## src/rtl/sandik_kilit.sv

```systemverilog
// Sequential combination lock: digit-by-digit code entry, open state, timed lockout after MAX_TRIES wrong codes.
// Optional in-field code reprogramming while open is enabled by defining SANDIK_PROG_EN.
module sandik_kilit #(
  parameter int DIGIT_W     = 4,
  parameter int CODE_LEN    = 4,
  parameter logic [DIGIT_W*CODE_LEN-1:0] CODE = 16'h1234,
  parameter int MAX_TRIES   = 3,
  parameter int LOCK_CYCLES = 16,
  localparam int CW = $clog2(CODE_LEN+1),
  localparam int TW = $clog2(MAX_TRIES+1)
) (
  input  logic               clk,
  input  logic               rst,
  input  logic [DIGIT_W-1:0] D,
  input  logic               V,
  input  logic               C,
  input  logic               P,
  output logic               S,
  output logic               L,
  output logic               E,
  output logic [CW-1:0]      CNT,
  output logic [TW-1:0]      TRY
);
  localparam int CODE_W = DIGIT_W*CODE_LEN;
  localparam int MW     = $clog2(LOCK_CYCLES+1);
  localparam logic [CW-1:0] LAST     = CW'(CODE_LEN-1);
  localparam logic [TW-1:0] TRY_LIM  = TW'(MAX_TRIES);
  localparam logic [MW-1:0] TMR_LOAD = MW'(LOCK_CYCLES-1);

  typedef enum logic [1:0] {ENTER, OPEN, LOCKOUT} state_t;

  state_t              state;
  logic [MW-1:0]       timer;
  logic                mis;
  logic [DIGIT_W-1:0]  exp_digit;
  logic                wrong;
  logic [TW-1:0]       try_inc;

`ifdef SANDIK_PROG_EN
  logic [CODE_W-1:0]   code_q;
  logic [CODE_W-1:0]   new_code;
  logic [CODE_W-1:0]   shifted;
  assign shifted = (new_code << DIGIT_W) | CODE_W'(D);
`else
  logic [CODE_W-1:0]   code_q;
  logic                unused_p;
  assign code_q   = CODE;
  assign unused_p = P;
`endif

  // Digit 0 of the code lives in the MSBs.
  always_comb begin
    exp_digit = '0;
    for (int i = 0; i < CODE_LEN; i++) begin
      if (int'(CNT) == i) exp_digit = code_q[(CODE_LEN-1-i)*DIGIT_W +: DIGIT_W];
    end
  end

  assign wrong   = mis | (D != exp_digit);
  assign try_inc = TRY + 1'b1;

  always_ff @(posedge clk or posedge rst) begin
    if (rst) begin
      state <= ENTER;
      S     <= 1'b0;
      L     <= 1'b0;
      E     <= 1'b0;
      CNT   <= '0;
      TRY   <= '0;
      timer <= '0;
      mis   <= 1'b0;
`ifdef SANDIK_PROG_EN
      code_q   <= CODE;
      new_code <= '0;
`endif
    end else begin
      E <= 1'b0;
      case (state)
        ENTER: begin
          if (C) begin
            CNT <= '0;
            mis <= 1'b0;
          end else if (V) begin
            if (CNT == LAST) begin
              CNT <= '0;
              mis <= 1'b0;
              if (!wrong) begin
                state <= OPEN;
                S     <= 1'b1;
                TRY   <= '0;
              end else begin
                E <= 1'b1;
                if (try_inc == TRY_LIM) begin
                  state <= LOCKOUT;
                  L     <= 1'b1;
                  TRY   <= '0;
                  timer <= TMR_LOAD;
                end else begin
                  TRY <= try_inc;
                end
              end
            end else begin
              CNT <= CNT + 1'b1;
              mis <= wrong;
            end
          end
        end
        OPEN: begin
          if (C) begin
            state <= ENTER;
            S     <= 1'b0;
            CNT   <= '0;
          end
`ifdef SANDIK_PROG_EN
          // Dropping P mid-sequence abandons the partially entered new code.
          else if (!P) begin
            CNT <= '0;
          end else if (V) begin
            if (CNT == LAST) begin
              code_q <= shifted;
              CNT    <= '0;
            end else begin
              new_code <= shifted;
              CNT      <= CNT + 1'b1;
            end
          end
`endif
        end
        LOCKOUT: begin
          if (timer == '0) begin
            state <= ENTER;
            L     <= 1'b0;
          end else begin
            timer <= timer - 1'b1;
          end
        end
        default: state <= ENTER;
      endcase
    end
  end
endmodule

```

## config.mk

```make
export PLATFORM = sky130hd
export DESIGN_NAME = sandik_kilit
export DESIGN_NICKNAME = d
export VERILOG_FILES = /design/src/rtl/sandik_kilit.sv
export SDC_FILE = /design/constraint.sdc
export NUM_CORES = 1
export LEC_CHECK = 0
export CORE_MARGIN = 4
export CORE_UTILIZATION = 30
export DETAILED_ROUTE_END_ITERATION = 8
export DONT_BUFFER_PORTS = 1
export MAX_ROUTING_LAYER = met4
export PLACE_DENSITY_LB_ADDON = 0.2
export SYNTH_ARGS = -nofsm -noshare
export SYNTH_HDL_FRONTEND = slang
export SYNTH_SLANG_ARGS = --single-unit
```

## constraint.sdc

```tcl
create_clock -name clk -period 2.48 [get_ports clk]
set_clock_uncertainty 0.2 [all_clocks]
set_input_delay 0.124 -clock clk [delete_from_list [all_inputs] [get_ports clk]]
set_output_delay 0.124 -clock clk [all_outputs]
set_load 0.02 [all_outputs]
```

== Word level (Yosys, flattened, before mapping) ==
Index checks and enable logic that the tools add are counted.

* Add/sub/neg operators: 3
* Equality and inequality tests: 19
* Multiplexer cells: 47
* Bitwise operators: 2
* Reduce and logical (&&, ||, !) cells: 13

{| class="wikitable"
|+ Operators by type and width
! kind !! number
|-
| two-way mux 5 bit || 6
|-
| two-way mux 1 bit || 20
|-
| two-way mux 2 bit || 9
|-
| inequality test 2 bit, second input constant || 9
|-
| AND reduction 7 bit || 2
|-
| two-way mux 3 bit || 4
|-
| two-way mux 4 bit || 3
|-
| AND reduction 6 bit || 2
|-
| one-hot mux 5 bit (2 select lines) || 1
|-
| == test 3 x 2 -> 1 bit, second input constant || 2
|-
| == test 3 bit, second input constant || 2
|-
| inequality test 3 bit, second input constant || 2
|-
| one-hot mux 2 bit (3 select lines) || 1
|-
| one-hot mux 3 bit (2 select lines) || 1
|-
| nonzero test 2 bit || 3
|-
| zero test 5 bit || 1
|-
| subtractor 5 x 1 -> 5 bit, second input constant || 1
|-
| == test 2 bit, second input constant || 2
|-
| inequality test 4 bit || 1
|-
| one-hot mux 1 bit (2 select lines) || 2
|-
| AND reduction 4 bit || 1
|-
| adder 3 x 1 -> 3 bit, second input constant || 1
|-
| zero test 3 bit || 1
|-
| AND reduction 3 bit || 1
|-
| 6 further kinds || 6
|}

* Register bits: 16
* Input bits: 9
* Word-level logic and storage cells: 92

== Logic depth before layout (Yosys ltp) ==
Gate-level depths: netlist (run 1).

* Depth in word-level cells: 12
* Mapped depth: 8
* Gate-level depth less buffers: 7

== Worst setup path before layout (run 1) ==
No wires, ideal clock.

* Path type: register to register
* From: register CNT[0]
* To: register timer[4]
* Library setup time: 0.119 ns
* Arrival: 1.658 ns
* Data required time: 2.161 ns
* Path slack: 0.503 ns
* Cell stages (with the launch flop): 7
* Period minus slack after synthesis: 1.977 ns
* Path through: dfrtp_1 -> ha_1 -> nor4_1 -> nor3_2 -> and3_1 -> buf_4 -> o21a_1

* Cells in the longest elaborated chain, start to end: 9
* Elaborated cells between the ends (all ways): 14

{| class="wikitable"
|+ RTL lines
! what !! RTL line !! RTL
|-
| from (decl) || 21 || <nowiki>output logic [CW-1:0] CNT,</nowiki>
|-
| from (signal assigned) || 103 || <nowiki>CNT <= CNT + 1'b1;</nowiki>
|-
| zero test 3 bit || 55 || <nowiki>if (int'(CNT) == i) exp_digit = code_q[(CODE_LEN-1-i)*DIGIT_W +: DIGIT_W];</nowiki>
|-
| two-way mux 1 bit || 55 ||
|-
| two-way mux 4 bit (3 in series) || 55 ||
|-
| inequality test 4 bit || 59 || <nowiki>assign wrong = mis | (D != exp_digit);</nowiki>
|-
| bitwise OR 1 bit || 59 ||
|-
| inequality test 2 bit (no source line) || -- ||
|-
| AND reduction 7 bit (no source line) * || -- ||
|-
| to (signal assigned) || 134 || <nowiki>timer <= timer - 1'b1;</nowiki>
|-
| to (decl) || 33 || <nowiki>logic [MW-1:0] timer;</nowiki>
|}

Every way passes the cells marked *; elsewhere a longest branch is shown, timed or not.
A chain may end at the register's enable or synchronous reset.

== Final worst setup path (run 1) ==
* From: register CNT[0]
* To: register timer[3]

The elaborated chain is that of the path after synthesis.

==> results.md, run 1 <==
* Status: complete, no violations
* Switch Pwr at 136 µW
* # port buffers at 0
* Routed WL at 1770 µm
* CP Max Fanout at 7
* Clk root buf: clkbuf_4
* N_diodes at 0
* Detailed Routing Iterations Pass 1 at 4
* Die area at 0.00398 mm²
* Crit share post-route at 88.5%
* Syn. warnings at 0
* Hold Path Stages at 3
* Min cycle time layout at 2190 ps
* Post-route ant nets at 0
* Die Span Y at 63.1 µm
* Die Wd at 63.1 µm
* Required time worst endpoint at 2490 ps
* Worst r2r src: CNT[0]
* NumNets Final at 114
* Syn_area_per_cell at 9.69 µm²
* DRC viols at 0
* Syn Inst Count at 94
* CP endpoint kind: register
* Remaining Overflow, GRT at 0
* Area Overhead vs Synth at 10.3%
* VDD IR max at 224 µV
* Sw Ratio at 27.5%
* Post-synthesis sequential area ratio at 44.0%
* CTS buffer count at 3
* Post-DP HPWL at 1290 µm
* Postcts setup bufs at 0
* First-pass GRT wire length at 3170 µm
* Min-Delay Path Class: in2reg
* Slew Limit Fails at 0
* CTS tree: yes
* H-tree depth at 1
* Largest net degree at the start of global routing at 17
* WS Path Type: reg2reg
* Final WS setup at 286 ps
* DR iter-0 viols at 17
* Wire per inst at 13.6 µm
* Io pins at 17
* Clock transition at path regs at 90 ps
* Unique masters post-synth at 36
* Routability cong. at 0.770
* Pre-CTS WS at 309 ps
* Reg-to-reg critical path endpoint: timer[3]
* Hold Path Origin: V
* #FFs+latches synth at 16
* Maximum clock path buffer count at 2
* Synthesized cell area at 911 µm²
* Clock latency on the worst-skew pair at 280 ps
* Seq pwr share at 60.5%
* Worst slew pin tran at 610 ps
* Total Routing Usage GR at 10.3%
* Setup TNS at 0 ps
* Vias per cell at 5.10
* Int Pwr at 358 µW
* Core area at 0.00283 mm²
* Number of global-route vias before repair at 677
* Worst slew margin at 59.3%
* Leak at 0.418 nW
* Fraction of layout cells with a size suffix above 1 at 11.1%
* Pwr Density at 491 mW/mm²
* Crit path DAT at 2200 ps
* Initial antenna violation count at 0
* Synth Net Count at 107
* FP Rows at 19
* Clk pwr share at 27.1%
* Initial Util at 32.2%
* Vias at 663
* Setup crit start kind: register
* Max-Cap Viols at 0
* Hold Vio Cnt, Final at 0
* Worst hold slack at 27.8 ps
* R2r setup slk at 290 ps
* Total clock sinks at 16
* Logic gate share of total power at 12.4%
* Post-CTS sizing at 0
* Setup Viol. Count Final at 0
* Reg2Reg Depth at 5
* Hold Path Sink: CNT[0]
* Max Freq at 456 MHz
* RSZ-0062 raised after global routing: false
-- critical path, stage by stage (launching register included) --
cell and delay, ps:
dfrtp_1 580, ha_1 280, nor2b_4 230, nand4_1 120
dlygate4sd3_1 580, o21ai_0 150
-- synthesized netlist by cell type --
library cell	number	area [µm²]
o21bai_1	1	7.51
nor3_1	3	15.0
nand3b_1	2	15.0
xor2_1	2	17.5
a22o_1	2	17.5
nand2_1	5	18.8
and2b_2	1	8.76
mux2_2	1	11.3
and2_1	1	6.26
o22ai_1	1	6.26
mux2i_1	1	10.0
buf_2	2	10.0
nor2_2	1	6.26
a211oi_1	1	7.51
ha_1	4	50.1
or4_1	1	7.51
o31ai_1	1	7.51
o2bb2ai_1	1	8.76
inv_1	6	22.5
nor2b_4	1	13.8
nand2b_1	1	6.26
and3_1	2	12.5
nor2_1	10	37.5
o21ai_0	9	45.0
nor4b_4	1	23.8
nor4_1	1	6.26
nand4_1	1	6.26
nor2b_1	2	12.5
o31a_1	1	8.76
nor3_2	3	30.0
a31oi_1	1	6.26
nand3_1	1	5.00
buf_4	1	7.51
a21oi_1	4	20.0
dfrtp_1	16	400
o21a_1	2	15.0
-- layer usage --
layer	vias up	routed length, µm	global-route usage, %
met3	2	79	2.13
met4	0	13	4.13
met5	-	0	-
li1	341	-	-
met2	11	838	15.8
met1	309	836	13.2
-- power by group through the flow --
stage	combinational, mW	sequential [mW]	clock [mW]
floorplan	0.0466	0.300	0
global placement	0.0544	0.304	0
detailed placement	0.0556	0.304	0
CTS	0.0629	0.299	0.144
global route	0.0708	0.301	0.149
finish	0.0613	0.299	0.134
-- worst max path at each step --
stage           start        to  slack (ps)
6_report       CNT[0]  timer[3]         290
5_1_grt        CNT[0]  timer[3]         100
4_1_cts        CNT[0]  timer[2]         290
3_5_place_dp   CNT[0]  timer[2]         310
3_3_place_gp   CNT[0]  timer[2]         320
2_1_floorplan  CNT[0]  timer[4]         500
-- cells in the final DEF, fill, tap and decap left out, drive strengths merged, types with 2 or more instances in the layout --
cell          n
a21oi         4
a22o          2
and3          2
clkbuf        3
dfrtp        16
dlygate4sd3   5
ha            4
inv           6
nand2         5
nand3b        2
nor2         11
nor2b         3
nor3          6
o21a          2
o21ai         9
xor2          2
-- per-stage QoR --
| stage | power [mW] | cells | instance area (µm²) | utilization, % |
|---|---|---|---|---|
| finish | 0.494 | 130 | 1000 | 35.5 |
| global route | 0.521 | 130 | 1000 | 35.5 |
| CTS | 0.505 | 130 | 1000 | 35.5 |
| detailed placement | 0.360 | 122 | 932 | 33.0 |
| global placement | 0.358 | 122 | 932 | 33.0 |
| floorplan | 0.347 | 94 | 911 | - |
-- sequential cells by signal, summed over array words and instances (netlist names) --
register,flops
CNT,3
E,1
L,1
S,1
TRY,2
mis,1
state,2
timer,5
-- repair_timing --
action / 4_1_cts / 5_1_grt
endpoints found under the hold margin: 26 / 0
hold buffers: 5 / 0
setup endpoints to repair: 0 / 0
-- final cells by class --
class	count	area, µm²
inverter	6	22.5
timing repair buffer	5	50.0
clock buffer	3	22.5
multi-input combinational	69	470
fill	281	1820
sequential	16	400
tap	31	38.8
-- logic make-up (layout without fill, tap and decap cells) --
kind of cell	after synthesis	count (layout)	share of synthesized area, %
fa+ha+maj	4	4	5.49
simple gates	37	37	25.4
buf+inv	9	14	4.40
xor+xnor	2	2	1.92
flops	16	16	44.0
mux	2	2	2.34
compound gates	24	24	16.5
(Power assumes the default switching activity.)
==> run 2, diff against run 1 <==
ABC_AREA = 1   (was unset)
==> results.md, run 2 <==
* Status: complete, no violations
* NumNets Final at 153
* Io pins at 17
* Pre-CTS WS at 493 ps
* Die Span Y at 66.6 µm
* R2r setup slk at 120 ps
* Maximum clock path buffer count at 2
* Int Pwr at 489 µW
* Post-DP HPWL at 1620 µm
* Pwr Density at 683 mW/mm²
* Clk pwr share at 22.7%
* Post-synthesis compound-gate area fraction at 9.98%
* Hold Path Origin: D[3]
* Setup Viol. Count Final at 0
* Worst slew pin tran at 650 ps
* CTS tree: yes
* Clock latency on the worst-skew pair at 300 ps
* Regs by FF count: timer (5), CNT (3)
* Wire per inst at 11.3 µm
* Slew Limit Fails at 0
* Max-Cap Viols at 0
* Largest net degree at the start of global routing at 17
* CP most frequent cell: nand2_1
* Clock transition at path regs at 100 ps
* FP Rows at 20
* Syn. warnings at 0
* DRC viols at 0
* Synth async-reset ratio at 100%
* #FFs+latches synth at 16
* Largest family of logic cells by synthesized area: simple AND/OR/NAND/NOR gates
* First-pass GRT wire length at 3650 µm
* CP Max Fanout at 8
* Worst slew margin at 56.6%
* Power Total at 794 µW
* Setup TNS at 0 ps
* Seq pwr share at 50.5%
* Post-synthesis mux area share at 0.973%
* Reg2Reg Depth at 9
* Routability cong. at 0.776
* Switch Pwr at 305 µW
* # placed instances at 175
* RSZ-0062 raised after global routing: false
* H-tree depth at 1
* Logic gate share of total power at 26.8%
* Total Routing Usage GR at 11.2%
* Leak at 0.571 nW
* Die area at 0.00443 mm²
* Total clock sinks at 16
* Vias at 858
* Slowest cell on crit path: dlygate4sd3_1
* Synth Area in Simple Gates at 36.1%
* Initial Util at 32.6%
* Levels on crit path at 9
* Routed WL at 2070 µm
* Finished Layout Cells at 183
* Ys flop type: dfrtp_1
* Post-synth top area share at 38.9%
* # port buffers at 0
* Min-Delay Path Class: in2reg
* Top delay family on crit path: buffers and inverters
* Adder-cell share of the synthesized area at 4.87%
* Buf/Inv on CP at 2
* N_diodes at 0
* Cell taking the most area after synthesis: dfrtp_1
* Most frequent cells after synthesis: nand2_1 (32), inv_1 (23), dfrtp_1 (16)
* Unique masters post-synth at 22
* XOR/XNOR share of the synthesized area at 0%
* Final WS setup at 118 ps
* Number of global-route vias before repair at 831
* Worst r2r src: CNT[0]
* Crit-path max cell delay at 570 ps
* Crit path DAT at 2400 ps
* Crit path launch: CNT[0]
* Commonest non-fill, non-tap cell in the layout: nand2_1
* Initial antenna violation count at 0
* CTS buffer count at 3
* Reg-to-reg critical path endpoint: state[0]
* Area after DPL at 0.00108 mm²
* Count leader, synth: nand2_1
* Number of synthesized flops with an enable pin at 0
* Postcts setup bufs at 0
* Setup crit start kind: register
* Core area at 0.00315 mm²
* Worst hold slack at 64.8 ps
* Post-route ant nets at 0
* Worst-path cell chain: ha_1 -> nor2_1 -> nand2_1 -> nand2_1 -> nand2_1 -> inv_1 -> nand3_4 -> o22ai_1 -> dlygate4sd3_1
* Largest register by flop count: timer
* Cell area after layout at 0.00116 mm²
* WS Path Type: reg2reg
* Synth Net Count at 144
* Required time worst endpoint at 2520 ps
* Most frequent cells in the layout: nand2_1 (32), inv_1 (23), dfrtp_1 (14)
* Min cycle time layout at 2360 ps
* Largest cells by area after synthesis: dfrtp_1 (39%), nand2_1 (12%), inv_1 (8.4%)
* Syn Inst Count at 131
* Hold Vio Cnt, Final at 0
* Area Overhead vs Synth at 13.0%
* Number of flip-flops under the largest register name at 5
* VDD IR max at 255 µV
* Sw Ratio at 38.4%
* Detailed Routing Iterations Pass 1 at 4
* Vias per cell at 4.69
* Max Freq at 423 MHz
* Crit share post-route at 95.2%
* Post-synthesis sequential area ratio at 38.9%
* Crit path capture: state[0]
* DR iter-0 viols at 24
* CP endpoint kind: register
* Fin util at 36.9%
* Remaining Overflow, GRT at 0
* Clk root buf: clkbuf_4
* Die Wd at 66.6 µm
* Syn_area_per_cell at 7.85 µm²
* Synthesized cell area at 0.00103 mm²
* Fraction of layout cells with a size suffix above 1 at 17.3%
## run 2: routing by layer
metal | up-vias | routed length (µm) | GRT usage, %
li1 | 442 | - | -
met1 | 399 | 898 | 12.5
met2 | 12 | 1030 | 18.7
met3 | 5 | 115 | 4.22
met4 | 0 | 26 | 3.05
met5 | - | 0 | -
## run 2: area by class of cell
cell class / count / area [µm²]
Multi-Input combinational cell: 90 / 534
Inverter: 25 / 93.8
Sequential cell: 16 / 403
Timing Repair Buffer: 4 / 40.0
Fill cell: 347 / 1990
Clock buffer: 4 / 36.3
Tap cell: 44 / 55.1
## run 2: power by group through the flow
| stage | Combinational [mW] | Sequential [mW] | Clock (mW) |
|---|---|---|---|
| after floorplan | 0.175 | 0.393 | 0 |
| after global placement | 0.203 | 0.405 | 0 |
| after detailed placement | 0.210 | 0.406 | 0 |
| after CTS | 0.215 | 0.401 | 0.189 |
| after global routing | 0.247 | 0.410 | 0.201 |
| final | 0.212 | 0.401 | 0.181 |
## run 2: how the worst min path moves through the flow
stage / to / slack [ps] / cells after the start
6_report: E / 60 / 6
5_1_grt: timer[3] / 90 / 6
4_1_cts: timer[3] / 60 / 6
3_3_place_gp: CNT[1] / -40 / 1
2_1_floorplan: CNT[0] / -160 / 1
3_5_place_dp: timer[2] / -40 / 1
## run 2: repair_timing
action                                  CTS  global route
endpoints found under the setup margin    0             1
hold buffers                              4             0
hold endpoints to repair                 31             0
gates resized for setup                   0             2
## run 2: cell families after synthesis
kind of cell	after synthesis
mux	1
compound gates	17
flops	16
buf+inv	25
simple gates	68
fa+ha+maj	4
## run 2: tightest hold or removal path, stage by stage
cell and delay, ps:
inv_1 30, nand3_2 80, nor2_4 50, nand2_1 110
inv_1 70, nor2_1 80
==> run 3, diff against run 2 <==
PLACE_DENSITY_LB_ADDON = unset   (was 0.2)
==> results.md, run 3 (synthesized netlist as in run 2, its figures left out) <==
* Vias at 838
* Clk root buf: clkbuf_4
* Core area at 0.00315 mm²
* Hold Path Sink: E
* Commonest non-fill, non-tap cell in the layout: nand2_1
* Worst slew margin at 58.2%
* Multi-input gate area at 537 µm²
* Crit share post-route at 91.9%
* Most frequent cells in the layout: nand2_1 (32), inv_1 (23), dfrtp_1 (14)
* GRT busiest layer: met2
* CTS buffer count at 3
* GR Layer Usage met1 at 13.1%
* Vias per cell at 4.58
* NumNets Final at 153
* Int Pwr at 489 µW
* First-pass GRT wire length at 3510 µm
* Crit path DAT at 2310 ps
* Status: complete, no violations
* Setup TNS at 0 ps
* Reg2Reg Depth at 9
* Maximum clock path buffer count at 2
* Number of flip-flops under the largest register name at 5
* Total Routing Usage GR at 10.3%
* Max Freq at 439 MHz
* Die Wd at 66.6 µm
* M3 GR Usage at 3.71%
* Wire per inst at 10.5 µm
* DR iter-0 viols at 35
* CTS tree: yes
* Reg-to-reg critical path endpoint: state[0]
* N_diodes at 0
* # port buffers at 0
* Regs by FF count: timer (5), CNT (3)
* Setup crit start kind: register
* Postcts setup bufs at 0
* Max-Cap Viols at 0
* WS Path Type: reg2reg
* Hold Vio Cnt, Final at 0
* Switch Pwr at 301 µW
* Fraction of layout cells with a size suffix above 1 at 18.0%
* Area Overhead vs Synth at 13.3%
* Leak at 0.568 nW
* Power Total at 791 µW
* Min-Delay Path Class: in2reg
* Fillers at 348
* Clock latency on the worst-skew pair at 290 ps
* Die Span Y at 66.6 µm
* Slew Limit Fails at 0
* Remaining Overflow, GRT at 0
* Hold Path Origin: D[3]
* RSZ-0062 raised after global routing: false
* Largest net degree at the start of global routing at 17
* Io pins at 17
* Die area at 0.00443 mm²
* Logic gate share of total power at 27.1%
* Number of global-route vias before repair at 795
* Pwr Density at 679 mW/mm²
* Initial antenna violation count at 0
* Final WS setup at 202 ps
* Initial Util at 32.6%
* Clk pwr share at 22.4%
* R2r setup slk at 200 ps
* Min cycle time layout at 2280 ps
* CP Max Fanout at 8
* Setup Viol. Count Final at 0
* Total clock sinks at 16
* Largest register by flop count: timer
* Hold Path Stages at 6
* Required time worst endpoint at 2510 ps
* Post-DP HPWL at 1520 µm
* CP endpoint kind: register
* Routability cong. at 0.746
* Pre-CTS WS at 503 ps
* VDD IR max at 287 µV
* Seq pwr share at 50.6%
* FP Rows at 20
* Post-route ant nets at 0
* Routed WL at 1910 µm
* Detailed Routing Iterations Pass 1 at 4
* DRC viols at 0
* H-tree depth at 1
* Sw Ratio at 38.1%
* Worst r2r src: CNT[0]
* Clock transition at path regs at 100 ps
* GR met2 Demand/Resource at 16.1%
* Worst slew pin tran at 626 ps
* Seq. cell area at 403 µm²
* Fin util at 36.9%
## run 3: cell counts in the layout (fill, tap and decap cells not counted)
Identical to the previous run, type by type.
## run 3: final cells by class
class                           count  area share [%]
Multi-Input combinational cell     90            46.1
Tap cell                           44            4.73
Sequential cell                    16            34.6
Inverter                           25            8.06
Timing Repair Buffer                4            3.44
Clock buffer                        4            3.11
## run 3: through the flow
stage	hold WS [ps]	instances	area (µm²)
after floorplan	-162	131	1030
after global placement	-67.8	175	1080
after detailed placement	-55.2	175	1080
after CTS	67.3	183	1160
after global routing	106	183	1160
final	74.8	183	1160
## run 3: worst max-delay path by stage
stage / start / endpoint / slack (ps)
global placement: CNT[0] / S / 510
global route: CNT[0] / state[0] / 40
CTS: CNT[0] / state[0] / 80
finish: CNT[0] / state[0] / 200
detailed placement: CNT[0] / S / 500
floorplan: CNT[0] / S / 680
## run 3: what timing repair did
action                     4_1_cts  5_1_grt
hold endpoints to repair        30        0
setup endpoints to repair        0        1
hold buffers                     4        0
resized for setup                0        3
## run 3: power by group through the flow
stage / clock network, mW / registers [mW] / logic [mW]
2_1_floorplan: 0 / 0.393 / 0.175
5_1_grt: 0.201 / 0.413 / 0.253
4_1_cts: 0.187 / 0.400 / 0.216
3_3_place_gp: 0 / 0.404 / 0.202
6_report: 0.177 / 0.400 / 0.214
3_5_place_dp: 0 / 0.405 / 0.210
## run 3: per-layer routing
metal | part of all wire [%] | vias to the layer above
met3 | 5.2 | 2
met2 | 45 | 15
met1 | 50 | 374
li1 | - | 447
met4 | 0.42 | 0
met5 | 0 | -
## run 3: worst max-delay path, stage by stage (launching register included)
cell           delay, ps
dfrtp_2              510
ha_2                 240
nor2_1               140
nand2_1               70
nand2_1               50
nand2_1               60
inv_1                110
nand3_4              150
o22ai_1              140
dlygate4sd3_1        560
